$ cat src/rtl/uart_pkt_pkg.sv
// uart_pkt_rx shared types: deframer states, sync default,
// and command codes used by the cracker control logic.
package uart_pkt_pkg;

  typedef enum logic [2:0] {
    IDLE,
    CMD,
    LEN,
    DATA,
    CHK,
    HOLD
  } state_t;

  localparam logic [7:0] SYNC_DEFAULT = 8'hA5;

  localparam logic [7:0] CMD_NOP    = 8'h00;
  localparam logic [7:0] CMD_START  = 8'h01;
  localparam logic [7:0] CMD_STOP   = 8'h02;
  localparam logic [7:0] CMD_LOAD   = 8'h07;
  localparam logic [7:0] CMD_STATUS = 8'h10;

endpackage

$ cat src/rtl/uart_pkt_rx_if.sv
// uart_pkt_rx bus: byte strobe in, held packet and
// payload read port out, error pulses out.
interface uart_pkt_rx_if #(
  parameter int ADDR_W = 6
);
  logic              rx_ready;
  logic [7:0]        rx_byte;
  logic              pkt_valid;
  logic [7:0]        pkt_cmd;
  logic [7:0]        pkt_len;
  logic [ADDR_W-1:0] rd_addr;
  logic [7:0]        rd_data;
  logic              pkt_ack;
  logic              err_chk;
  logic              err_len;
  logic              err_ovr;
  logic              err_tmo;

  modport master (
    output rx_ready, rx_byte, rd_addr, pkt_ack,
    input  pkt_valid, pkt_cmd, pkt_len, rd_data,
    input  err_chk, err_len, err_ovr, err_tmo
  );

  modport slave (
    input  rx_ready, rx_byte, rd_addr, pkt_ack,
    output pkt_valid, pkt_cmd, pkt_len, rd_data,
    output err_chk, err_len, err_ovr, err_tmo
  );
endinterface

$ cat src/rtl/pkt_buf_ram.sv
// Payload buffer: simple dual-port RAM, one write port,
// one registered read port (block RAM friendly).
module pkt_buf_ram #(
  parameter int ADDR_W = 6
) (
  input  logic              clk,
  input  logic              reset,
  input  logic              we,
  input  logic [ADDR_W-1:0] wa,
  input  logic [7:0]        wd,
  input  logic [ADDR_W-1:0] ra,
  output logic [7:0]        rd
);
  logic [7:0] mem [2**ADDR_W];

  always_ff @(posedge clk) begin
    if (we) mem[wa] <= wd;
  end

  always_ff @(posedge clk) begin
    if (reset) rd <= '0;
    else       rd <= mem[ra];
  end
endmodule

$ cat src/rtl/uart_pkt_rx.sv
// Packet deframer: SYNC, CMD, LEN, payload, CHK.
// Optional inter-byte timeout under PKT_TIMEOUT_EN.
module uart_pkt_rx
  import uart_pkt_pkg::*;
#(
  parameter int         MAX_LEN        = 64,
  parameter int         ADDR_W         = 6,
  parameter logic [7:0] SYNC_BYTE      = SYNC_DEFAULT,
  parameter int         TIMEOUT_CYCLES = 250000
) (
  input  logic clk,
  input  logic reset,
  uart_pkt_rx_if.slave bus
);
  state_t state, state_n;

  logic [7:0]        cmd_r, len_r, sum;
  logic [7:0]        pkt_cmd, pkt_len;
  logic [ADDR_W-1:0] idx;
  logic              e_chk, e_len, e_ovr, e_tmo;
  logic              q_chk, q_len, q_ovr, q_tmo;
  logic              we, tmo_hit, rx;
  logic [7:0]        b, chk_sum;

  assign rx      = bus.rx_ready;
  assign b       = bus.rx_byte;
  assign chk_sum = sum + b;

`ifdef PKT_TIMEOUT_EN
  localparam int CW = $clog2(TIMEOUT_CYCLES + 1);
  logic [CW-1:0] cnt;
  logic          busy;

  assign busy    = state inside {CMD, LEN, DATA, CHK};
  assign tmo_hit = busy && !rx &&
                   cnt == CW'(TIMEOUT_CYCLES - 1);

  always_ff @(posedge clk) begin
    if (reset || rx || !busy || tmo_hit) cnt <= '0;
    else                                 cnt <= cnt + 1'b1;
  end
`else
  assign tmo_hit = 1'b0;
`endif

  always_ff @(posedge clk) begin
    if (reset) state <= IDLE;
    else       state <= state_n;
  end

  always_comb begin
    state_n = state;
    e_chk   = 1'b0;
    e_len   = 1'b0;
    e_ovr   = 1'b0;
    e_tmo   = 1'b0;
    we      = 1'b0;
    if (state == HOLD) begin
      e_ovr = rx;
      if (bus.pkt_ack) state_n = IDLE;
    end else if (rx) begin
      unique case (state)
        IDLE: if (b == SYNC_BYTE) state_n = CMD;
        CMD:  state_n = LEN;
        LEN: begin
          if ({1'b0, b} > 9'(MAX_LEN)) begin
            e_len   = 1'b1;
            state_n = IDLE;
          end else if (b == 8'd0) begin
            state_n = CHK;
          end else begin
            state_n = DATA;
          end
        end
        DATA: begin
          we = 1'b1;
          if (8'(idx) == len_r - 8'd1) state_n = CHK;
        end
        CHK: begin
          if (chk_sum == 8'd0) begin
            state_n = HOLD;
          end else begin
            e_chk   = 1'b1;
            state_n = IDLE;
          end
        end
        default: state_n = IDLE;
      endcase
    end else if (tmo_hit) begin
      e_tmo   = 1'b1;
      state_n = IDLE;
    end
  end

  always_ff @(posedge clk) begin
    if (reset) begin
      cmd_r   <= '0;
      len_r   <= '0;
      sum     <= '0;
      idx     <= '0;
      pkt_cmd <= '0;
      pkt_len <= '0;
      q_chk   <= 1'b0;
      q_len   <= 1'b0;
      q_ovr   <= 1'b0;
      q_tmo   <= 1'b0;
    end else begin
      q_chk <= e_chk;
      q_len <= e_len;
      q_ovr <= e_ovr;
      q_tmo <= e_tmo;
      if (rx) begin
        unique case (state)
          CMD: begin
            cmd_r <= b;
            sum   <= b;
          end
          LEN: begin
            len_r <= b;
            idx   <= '0;
            sum   <= chk_sum;
          end
          DATA: begin
            idx <= idx + 1'b1;
            sum <= chk_sum;
          end
          CHK: begin
            if (chk_sum == 8'd0) begin
              pkt_cmd <= cmd_r;
              pkt_len <= len_r;
            end
          end
          default: ;
        endcase
      end
    end
  end

  pkt_buf_ram #(.ADDR_W(ADDR_W)) u_buf (
    .clk   (clk),
    .reset (reset),
    .we    (we),
    .wa    (idx),
    .wd    (b),
    .ra    (bus.rd_addr),
    .rd    (bus.rd_data)
  );

  assign bus.pkt_valid = (state == HOLD);
  assign bus.pkt_cmd   = pkt_cmd;
  assign bus.pkt_len   = pkt_len;
  assign bus.err_chk   = q_chk;
  assign bus.err_len   = q_len;
  assign bus.err_ovr   = q_ovr;
  assign bus.err_tmo   = q_tmo;
endmodule

$ cat src/flat_wrapper.sv
// flat-port wrapper written by rule: the top's interface ports become plain ports
module uart_pkt_rx_flat import uart_pkt_pkg::*;
#(
  parameter int         MAX_LEN        = 64,
  parameter int         ADDR_W         = 6,
  parameter logic [7:0] SYNC_BYTE      = SYNC_DEFAULT,
  parameter int         TIMEOUT_CYCLES = 250000
)
  (clk, reset, bus_rx_ready, bus_rx_byte, bus_rd_addr, bus_pkt_ack, bus_pkt_valid, bus_pkt_cmd, bus_pkt_len, bus_rd_data, bus_err_chk, bus_err_len, bus_err_ovr, bus_err_tmo);
  uart_pkt_rx_if #(.ADDR_W(ADDR_W)) bus_i ();
  input  logic clk;
  input  logic reset;
  input wire logic [$bits(bus_i.rx_ready)-1:0] bus_rx_ready;
  input wire logic [$bits(bus_i.rx_byte)-1:0] bus_rx_byte;
  input wire logic [$bits(bus_i.rd_addr)-1:0] bus_rd_addr;
  input wire logic [$bits(bus_i.pkt_ack)-1:0] bus_pkt_ack;
  output wire logic [$bits(bus_i.pkt_valid)-1:0] bus_pkt_valid;
  output wire logic [$bits(bus_i.pkt_cmd)-1:0] bus_pkt_cmd;
  output wire logic [$bits(bus_i.pkt_len)-1:0] bus_pkt_len;
  output wire logic [$bits(bus_i.rd_data)-1:0] bus_rd_data;
  output wire logic [$bits(bus_i.err_chk)-1:0] bus_err_chk;
  output wire logic [$bits(bus_i.err_len)-1:0] bus_err_len;
  output wire logic [$bits(bus_i.err_ovr)-1:0] bus_err_ovr;
  output wire logic [$bits(bus_i.err_tmo)-1:0] bus_err_tmo;
  assign bus_i.rx_ready = bus_rx_ready;
  assign bus_i.rx_byte = bus_rx_byte;
  assign bus_i.rd_addr = bus_rd_addr;
  assign bus_i.pkt_ack = bus_pkt_ack;
  assign bus_pkt_valid = bus_i.pkt_valid;
  assign bus_pkt_cmd = bus_i.pkt_cmd;
  assign bus_pkt_len = bus_i.pkt_len;
  assign bus_rd_data = bus_i.rd_data;
  assign bus_err_chk = bus_i.err_chk;
  assign bus_err_len = bus_i.err_len;
  assign bus_err_ovr = bus_i.err_ovr;
  assign bus_err_tmo = bus_i.err_tmo;
  uart_pkt_rx #(.MAX_LEN(MAX_LEN), .ADDR_W(ADDR_W), .SYNC_BYTE(SYNC_BYTE), .TIMEOUT_CYCLES(TIMEOUT_CYCLES)) u_core (.clk(clk), .reset(reset), .bus(bus_i));
endmodule
$ cat config.mk
export PLATFORM = sky130hd
export DESIGN_NAME = uart_pkt_rx_flat
export DESIGN_NICKNAME = d
export VERILOG_FILES = /design/src/rtl/uart_pkt_pkg.sv /design/src/rtl/uart_pkt_rx_if.sv /design/src/rtl/pkt_buf_ram.sv /design/src/rtl/uart_pkt_rx.sv /design/src/flat_wrapper.sv
export SDC_FILE = /design/constraint.sdc
export NUM_CORES = 1
export LEC_CHECK = 0
export BUFFER_PORTS_ARGS = -buffer_cell sky130_fd_sc_hd__buf_2
export CAP_MARGIN = 20
export CORE_MARGIN = 1
export CORE_UTILIZATION = 58
export CTS_BUF_LIST = sky130_fd_sc_hd__clkbuf_4 sky130_fd_sc_hd__clkbuf_8
export DETAILED_ROUTE_END_ITERATION = 10
export GPL_ROUTABILITY_DRIVEN = 0
export PLACE_DENSITY = 0.78
export SYNTH_ARGS = -nofsm -noshare
export SYNTH_HDL_FRONTEND = slang
export SYNTH_SLANG_ARGS = --single-unit
$ cat constraint.sdc
create_clock -name clk -period 3.1 [get_ports clk]
set_clock_uncertainty 0.15 [all_clocks]
set_input_delay 0.465 -clock clk [delete_from_list [all_inputs] [get_ports clk]]
set_output_delay 0.465 -clock clk [all_outputs]
set_load 0.01 [all_outputs]
Word level (Yosys, flattened, before mapping)
Memories as Yosys holds them, arrays and structs flattened. A register that Yosys moved wholly into a read port is not among the register bits. Index checks and enable logic that the tools add are counted.

Register bits after elaboration: 52. Output and inout port bits: 29. Memories kept: 1. Input port bits: 18. Memory bits (writable): 512. Word-level logic and storage cells: 63.

Memories: u_core.u_buf.mem (depth 64, width 8, rd ports 1, clocked after memory_dff 1, wr ports 1, RTL line pkt_buf_ram.sv:14) `logic [7:0] mem [2**ADDR_W];`.

Reduce and logical (&&, ||, !) cells: 16. Multiplexer cells: 18. Equality and inequality tests: 10. Bitwise gates (word level): 4. Add/subtract/negate cells: 3. Magnitude comparators: 1.

Operator list (number): two-way mux 3 bit (8); logical NOT 8 bit (2); case mux 8 bit (2 select lines) (1); case mux 3 bit (5 select lines) (1); case mux 6 bit (2 select lines) (1); adder 8 bit (1); equality test 6 x 8 -> 1 bit (1); equality test 8 bit (second input constant) (1); > comparator 8 x 7 -> 1 bit (second input constant) (1); AND reduction 2 bit (4); OR reduction 4 bit (2); subtractor 8 x 1 -> 8 bit (second input constant) (1); two-way mux 1 bit (7); adder 6 x 1 -> 6 bit (second input constant) (1); equality test 3 x 2 -> 1 bit (second input constant) (2); equality test 3 bit (second input constant) (2); inequality test 3 x 2 -> 1 bit (second input constant) (2); nonzero test 2 bit (3); NOT 1 bit (4); AND reduction 4 bit (1); OR reduction 2 bit (2); equality test 3 x 1 -> 1 bit (second input constant) (1); logical NOT 3 bit (1); AND reduction 3 bit (1); inequality test 2 bit (second input constant) (1).

Longest topological paths before layout
Depth after elaboration: 6. Depth in mapped cells: 10. Gate-level depth less buffers: 8.

Hierarchy
From an unflattened synthesis, not the netlist that was laid out.

Cell total of the unflattened synthesis: 1260. Area, all modules: 23034.6 sq um.

Modules (own cells, without submodules): pkt_buf_ram (cells an instance 921, sequential area each 15534.9 sq um, instances 1, area each 20120.5 sq um); uart_pkt_rx (cells an instance 339, sequential area each 1041.0 sq um, instances 1, area each 2914.0 sq um).

Least setup slack after synthesis
OpenSTA, ideal clock, no wires.

Kind: input port to flip-flop. Start point: in bus_rx_byte[0]. End point: reg u_core.pkt_cmd[4], in the netlist u_core.bus.pkt_cmd[4]. Setup time: 132 ps. Slack: 153 ps. Data required time: 2818 ps. Cell stages on the path: 10. Path buffers: 2. Arrival: 2664 ps. Cell sequence: ha_1 -> fa_1 -> a211o_1 -> a21oi_2 -> o221ai_2 -> or4b_1 -> buf_2 -> clkbuf_2 -> o21ai_0 -> a21oi_1.

Cells in the longest elaborated chain, start to end: 3.

Ends and longest elaborated chain: start, declared (RTL line flat_wrapper.sv:14) `input wire logic [$bits(bus_i.rx_byte)-1:0] bus_rx_byte;`; adder 8 bit (RTL line uart_pkt_rx.sv:27) `assign chk_sum = sum + b;`; logical NOT 8 bit (RTL line uart_pkt_rx.sv:128) `if (chk_sum == 8'd0) begin`; AND reduction 3 bit (no line); end signal, assigned (RTL line uart_pkt_rx.sv:129) `pkt_cmd <= cmd_r;`; end, declared (RTL line uart_pkt_rx.sv:18) `logic [7:0] pkt_cmd, pkt_len;`.

Every way passes these cells. A chain may end at the register's enable or synchronous reset.

Worst setup path in the final report
Start point: reg u_core.sum[0]. End point: reg u_core.pkt_len[5], in the netlist u_core.bus.pkt_len[5].

Cells in the longest elaborated chain, start to end: 3.

Ends and longest elaborated chain: start, declared (RTL line uart_pkt_rx.sv:17) `logic [7:0] cmd_r, len_r, sum;`; start signal, assigned (RTL line uart_pkt_rx.sv:121) `sum <= chk_sum;`; start signal, assigned (RTL line uart_pkt_rx.sv:125) `sum <= chk_sum;`; adder 8 bit (RTL line uart_pkt_rx.sv:27); logical NOT 8 bit (RTL line uart_pkt_rx.sv:128); AND reduction 3 bit (no line); end signal, assigned (RTL line uart_pkt_rx.sv:130) `pkt_len <= len_r;`; end, declared (RTL line uart_pkt_rx.sv:18).

Every way passes these cells.

==> results.json <==
{
  "rr_worst_depth": 9,
  "p_leak_nw": 8.546,
  "switchingPower_mw": 3.233,
  "synth_seq_cells": 572,
  "via_per_inst": 6.227,
  "cts_buffers": 90,
  "initial_core_util_pct": 59.49,
  "worstSetupStartpointType": "register",
  "crit_path_start": "u_core.sum[0]$_SDFFE_PP0P_",
  "max_clock_freq_ghz": 0.3434,
  "cts_root_buffer": "clkbuf_8",
  "syn_area_per_cell_um2": 19.07,
  "swShare_pct": 20.81,
  "power_density_nw_per_um2": 597.4,
  "crit_type": "register to register",
  "fin_crit_ns": 2.912,
  "ys_warn_count": 0,
  "placed_cell_area_um2": 24150,
  "setup_viol": 0,
  "reg2reg_setup_slack_ns": 0.19,
  "io_pins": 47,
  "synth_edf_count": 512,
  "ys_seq_area_share_pct": 73.28,
  "fin_util_pct": 68.39,
  "final_area_um2": 26000,
  "dieArea_um2": 39790,
  "async_flop_share_pct": 0,
  "max_cap_viol_count": 0,
  "yosys_most_used_dff": "edfxtp_1",
  "grt_max_degree": 72,
  "hpwlAfterDp_um": 30300,
  "drt-pass1-iter-count": 5,
  "cts_tree": "done",
  "setup_tns_ns": 0,
  "core_area_um2": 38020,
  "clkTransAtPathRegs_ns": 0.06,
  "grt.total_usage_pct": 26.19,
  "min_from": "bus_rx_byte[1]",
  "end_kind": "register",
  "num_vias": 12124,
  "synthTopCellsByArea": "edfxtp_1 68%, mux4_2 16%, dfxtp_1 5.3%",
  "drive_above_1_share_pct": 33.59,
  "rsz0062_at_grt": "false",
  "cts_max_path_buffers": 3,
  "drt_iter0_drc": 1240,
  "seqPwrFrac_pct": 54.1,
  "synth.net_count": 1214,
  "crit_arrival_ns": 3.23,
  "htree_levels": 3,
  "r2r-start": "u_core.sum[0]$_SDFFE_PP0P_",
  "syn-instance-count": 1186,
  "insertion_delay_ns": 0.64,
  "numClockSinks": 572,
  "finalHoldViolations": 0,
  "endpoint": "u_core.bus.pkt_len[5]$_SDFFE_PP0P_",
  "worstPathRequired_ns": 3.41,
  "cp_max_fo": 16,
  "grt_pass1_wl_um": 74870,
  "grt_pass1_vias": 12139,
  "wirelength_um": 49530,
  "rows": 71,
  "internal-power_mw": 12.30,
  "syn_to_final_growth_pct": 14.96,
  "dieHeight_um": 199.5,
  "synth_top_area_share_pct": 67.97,
  "synth_top_area_cell": "edfxtp_1",
  "cts_resized": 0,
  "timing.final.max_slew_violations": 0,
  "io_buffer_count": 45,
  "hold_path.class": "primary input to register",
  "post-route-period-util_pct": 93.94,
  "drc": 0,
  "netlist_area_um2": 22620,
  "clockPowerShare_pct": 41.2,
  "tightest_slew_ns": 0.8227,
  "status": "finished, final reports clean",
  "die_w_um": 199.5,
  "ys_types": 64,
  "irDropWorstVdd_uv": 319.5,
  "grt_antenna_before_repair": 1,
  "postRouteAntennaNets": 0,
  "hold_slack_ns": 0.09501,
  "fillers": 2388,
  "wl_per_cell_um": 25.44,
  "power_frac_comb_pct": 4.7,
  "r2r-end": "u_core.bus.pkt_len[5]$_SDFFE_PP0P_",
  "overflow": 0,
  "maxSlewHeadroom_pct": 45.15,
  "nets": 1395
}
[worst max-delay path, cell delays in order (launching register included)]
cell and delay, ns:
dfxtp_1 0.31, ha_1 0.21, fa_1 0.41, xnor2_1 0.19
nor3b_1 0.29, o221ai_2 0.17, or4b_1 0.54, buf_4 0.20
o21ai_0 0.18, a21oi_1 0.11
[cells in the final DEF (no fill, tap or decap), types with 4 or more instances in the layout]
| master | synthesis | routed |
|---|---|---|
| xnor2_1 | 8 | 8 |
| clkbuf_8 | 0 | 105 |
| mux4_2 | 160 | 160 |
| clkbuf_4 | 0 | 32 |
| or3_1 | 8 | 8 |
| or2_2 | 4 | 4 |
| mux2i_1 | 6 | 6 |
| nor3b_1 | 7 | 7 |
| buf_4 | 1 | 103 |
| nand3_1 | 24 | 24 |
| nor2_1 | 89 | 89 |
| a21oi_1 | 40 | 40 |
| inv_1 | 6 | 6 |
| ha_1 | 9 | 9 |
| nor3_1 | 15 | 15 |
| clkinv_1 | 0 | 10 |
| buf_12 | 0 | 9 |
| o211ai_1 | 5 | 5 |
| o21ai_0 | 20 | 20 |
| nand2_1 | 64 | 64 |
| xor2_1 | 4 | 4 |
| nand3b_1 | 5 | 5 |
| buf_2 | 16 | 43 |
| a311oi_1 | 4 | 4 |
| a22oi_1 | 13 | 13 |
| dfxtp_1 | 60 | 60 |
| clkinv_2 | 0 | 9 |
| nor2b_1 | 5 | 5 |
| edfxtp_1 | 512 | 512 |
[per-stage QoR]
| stage | worst slack (ns) | std cells | total power [mW] |
|---|---|---|---|
| 2_1_floorplan | 0.1534 | 1186 | 8.968 |
| 3_3_place_gp | -0.0001015 | 1785 | 9.276 |
| 3_5_place_dp | -0.09807 | 1785 | 9.295 |
| 4_1_cts | 0.2055 | 1946 | 15.63 |
| 5_1_grt | 0.04390 | 1946 | 16.00 |
| 6_report | 0.1879 | 1947 | 15.53 |
[flip-flops by register name, summed over array words and instances, names as in the netlist, 6 cells and up]
register / flops
u_core.bus.pkt_len: 8
u_core.bus.pkt_cmd: 8
u_core.u_buf.rd: 8
u_core.u_buf.mem: 512
u_core.len_r: 8
u_core.sum: 8
u_core.cmd_r: 8
u_core.idx: 6
[per-layer routing]
layer / part of all wire (%) / track usage, % / wire (um)
met5: 0 / 0 / 0
met4: 2.0 / 8.199 / 990
met3: 8.4 / 4.422 / 4146
met2: 49 / 41.19 / 24390
met1: 40 / 38.02 / 20000
[area by class of cell]
class	count	area, um2	area share (%)
Antenna cell	1	2.502	0.009623
Clock buffer	136	1672	6.428
Clock inverter	24	165.2	0.6351
Inverter	8	30.03	0.1155
Multi-Input combinational cell	538	5727	22.02
Sequential cell	572	16580	63.74
Tap cell	511	639.4	2.459
Timing Repair Buffer	157	1192	4.585
[how the worst min path moves through the flow]
| stage | to | slack (ns) | cells after the start |
|---|---|---|---|
| after floorplan | u_core.cmd_r[0]$_SDFFE_PP0P_ | 0.29 | 2 |
| after global placement | u_core.cmd_r[3]$_SDFFE_PP0P_ | 0.30 | 2 |
| after detailed placement | u_core.cmd_r[3]$_SDFFE_PP0P_ | 0.30 | 2 |
| after CTS | u_core.sum[1]$_SDFFE_PP0P_ | 0.05 | 3 |
| after global routing | u_core.sum[1]$_SDFFE_PP0P_ | 0.09 | 3 |
| final | u_core.sum[1]$_SDFFE_PP0P_ | 0.1 | 3 |
[power groups by stage]
stage | Combinational (mW) | Clock, mW | Sequential [mW]
after detailed placement | 0.726 | 0 | 8.57
after global placement | 0.707 | 0 | 8.57
after CTS | 0.728 | 6.49 | 8.41
after global routing | 0.766 | 6.83 | 8.40
after floorplan | 0.393 | 0 | 8.58
final | 0.723 | 6.40 | 8.41
[logic make-up after synthesis]
group                      Yosys count  share of synthesized area, %
DFF                                572                         73.28
and+or+nand+nor                    239                         4.873
muxes                              167                         16.25
AOI/OAI and AO/OA                  109                         3.131
buffers and inverters               76                         1.405
xor gates and xnor gates            12                        0.4646
adders and majority gates           10                        0.5863
other                                1                       0.01658
[Yosys cell counts (3+ instances only)]
cell	number
buf_2	16
a311oi_1	4
nand3_1	24
mux2i_1	6
inv_1	6
nand2_1	64
mux4_2	160
xor2_1	4
a21oi_1	40
clkbuf_1	41
buf_1	8
or2_2	4
nor3b_1	7
edfxtp_1	512
o211ai_1	5
nor2_1	89
a22oi_1	13
dfxtp_1	60
nor3_1	15
a221oi_1	3
ha_1	9
xnor2_1	8
nand4_1	3
nand3b_1	5
nor2b_1	5
o21ai_0	20
nand2b_1	3
or3_1	8
[what timing repair did]
item | 4_1_cts | 5_1_grt
hold buffers | 1 | 0
endpoints found under the hold margin | 2 | 0
setup endpoints to repair | 0 | 0
buffers inserted | 0 | 0
No activity file was read; power rests on OpenSTA's default activity.
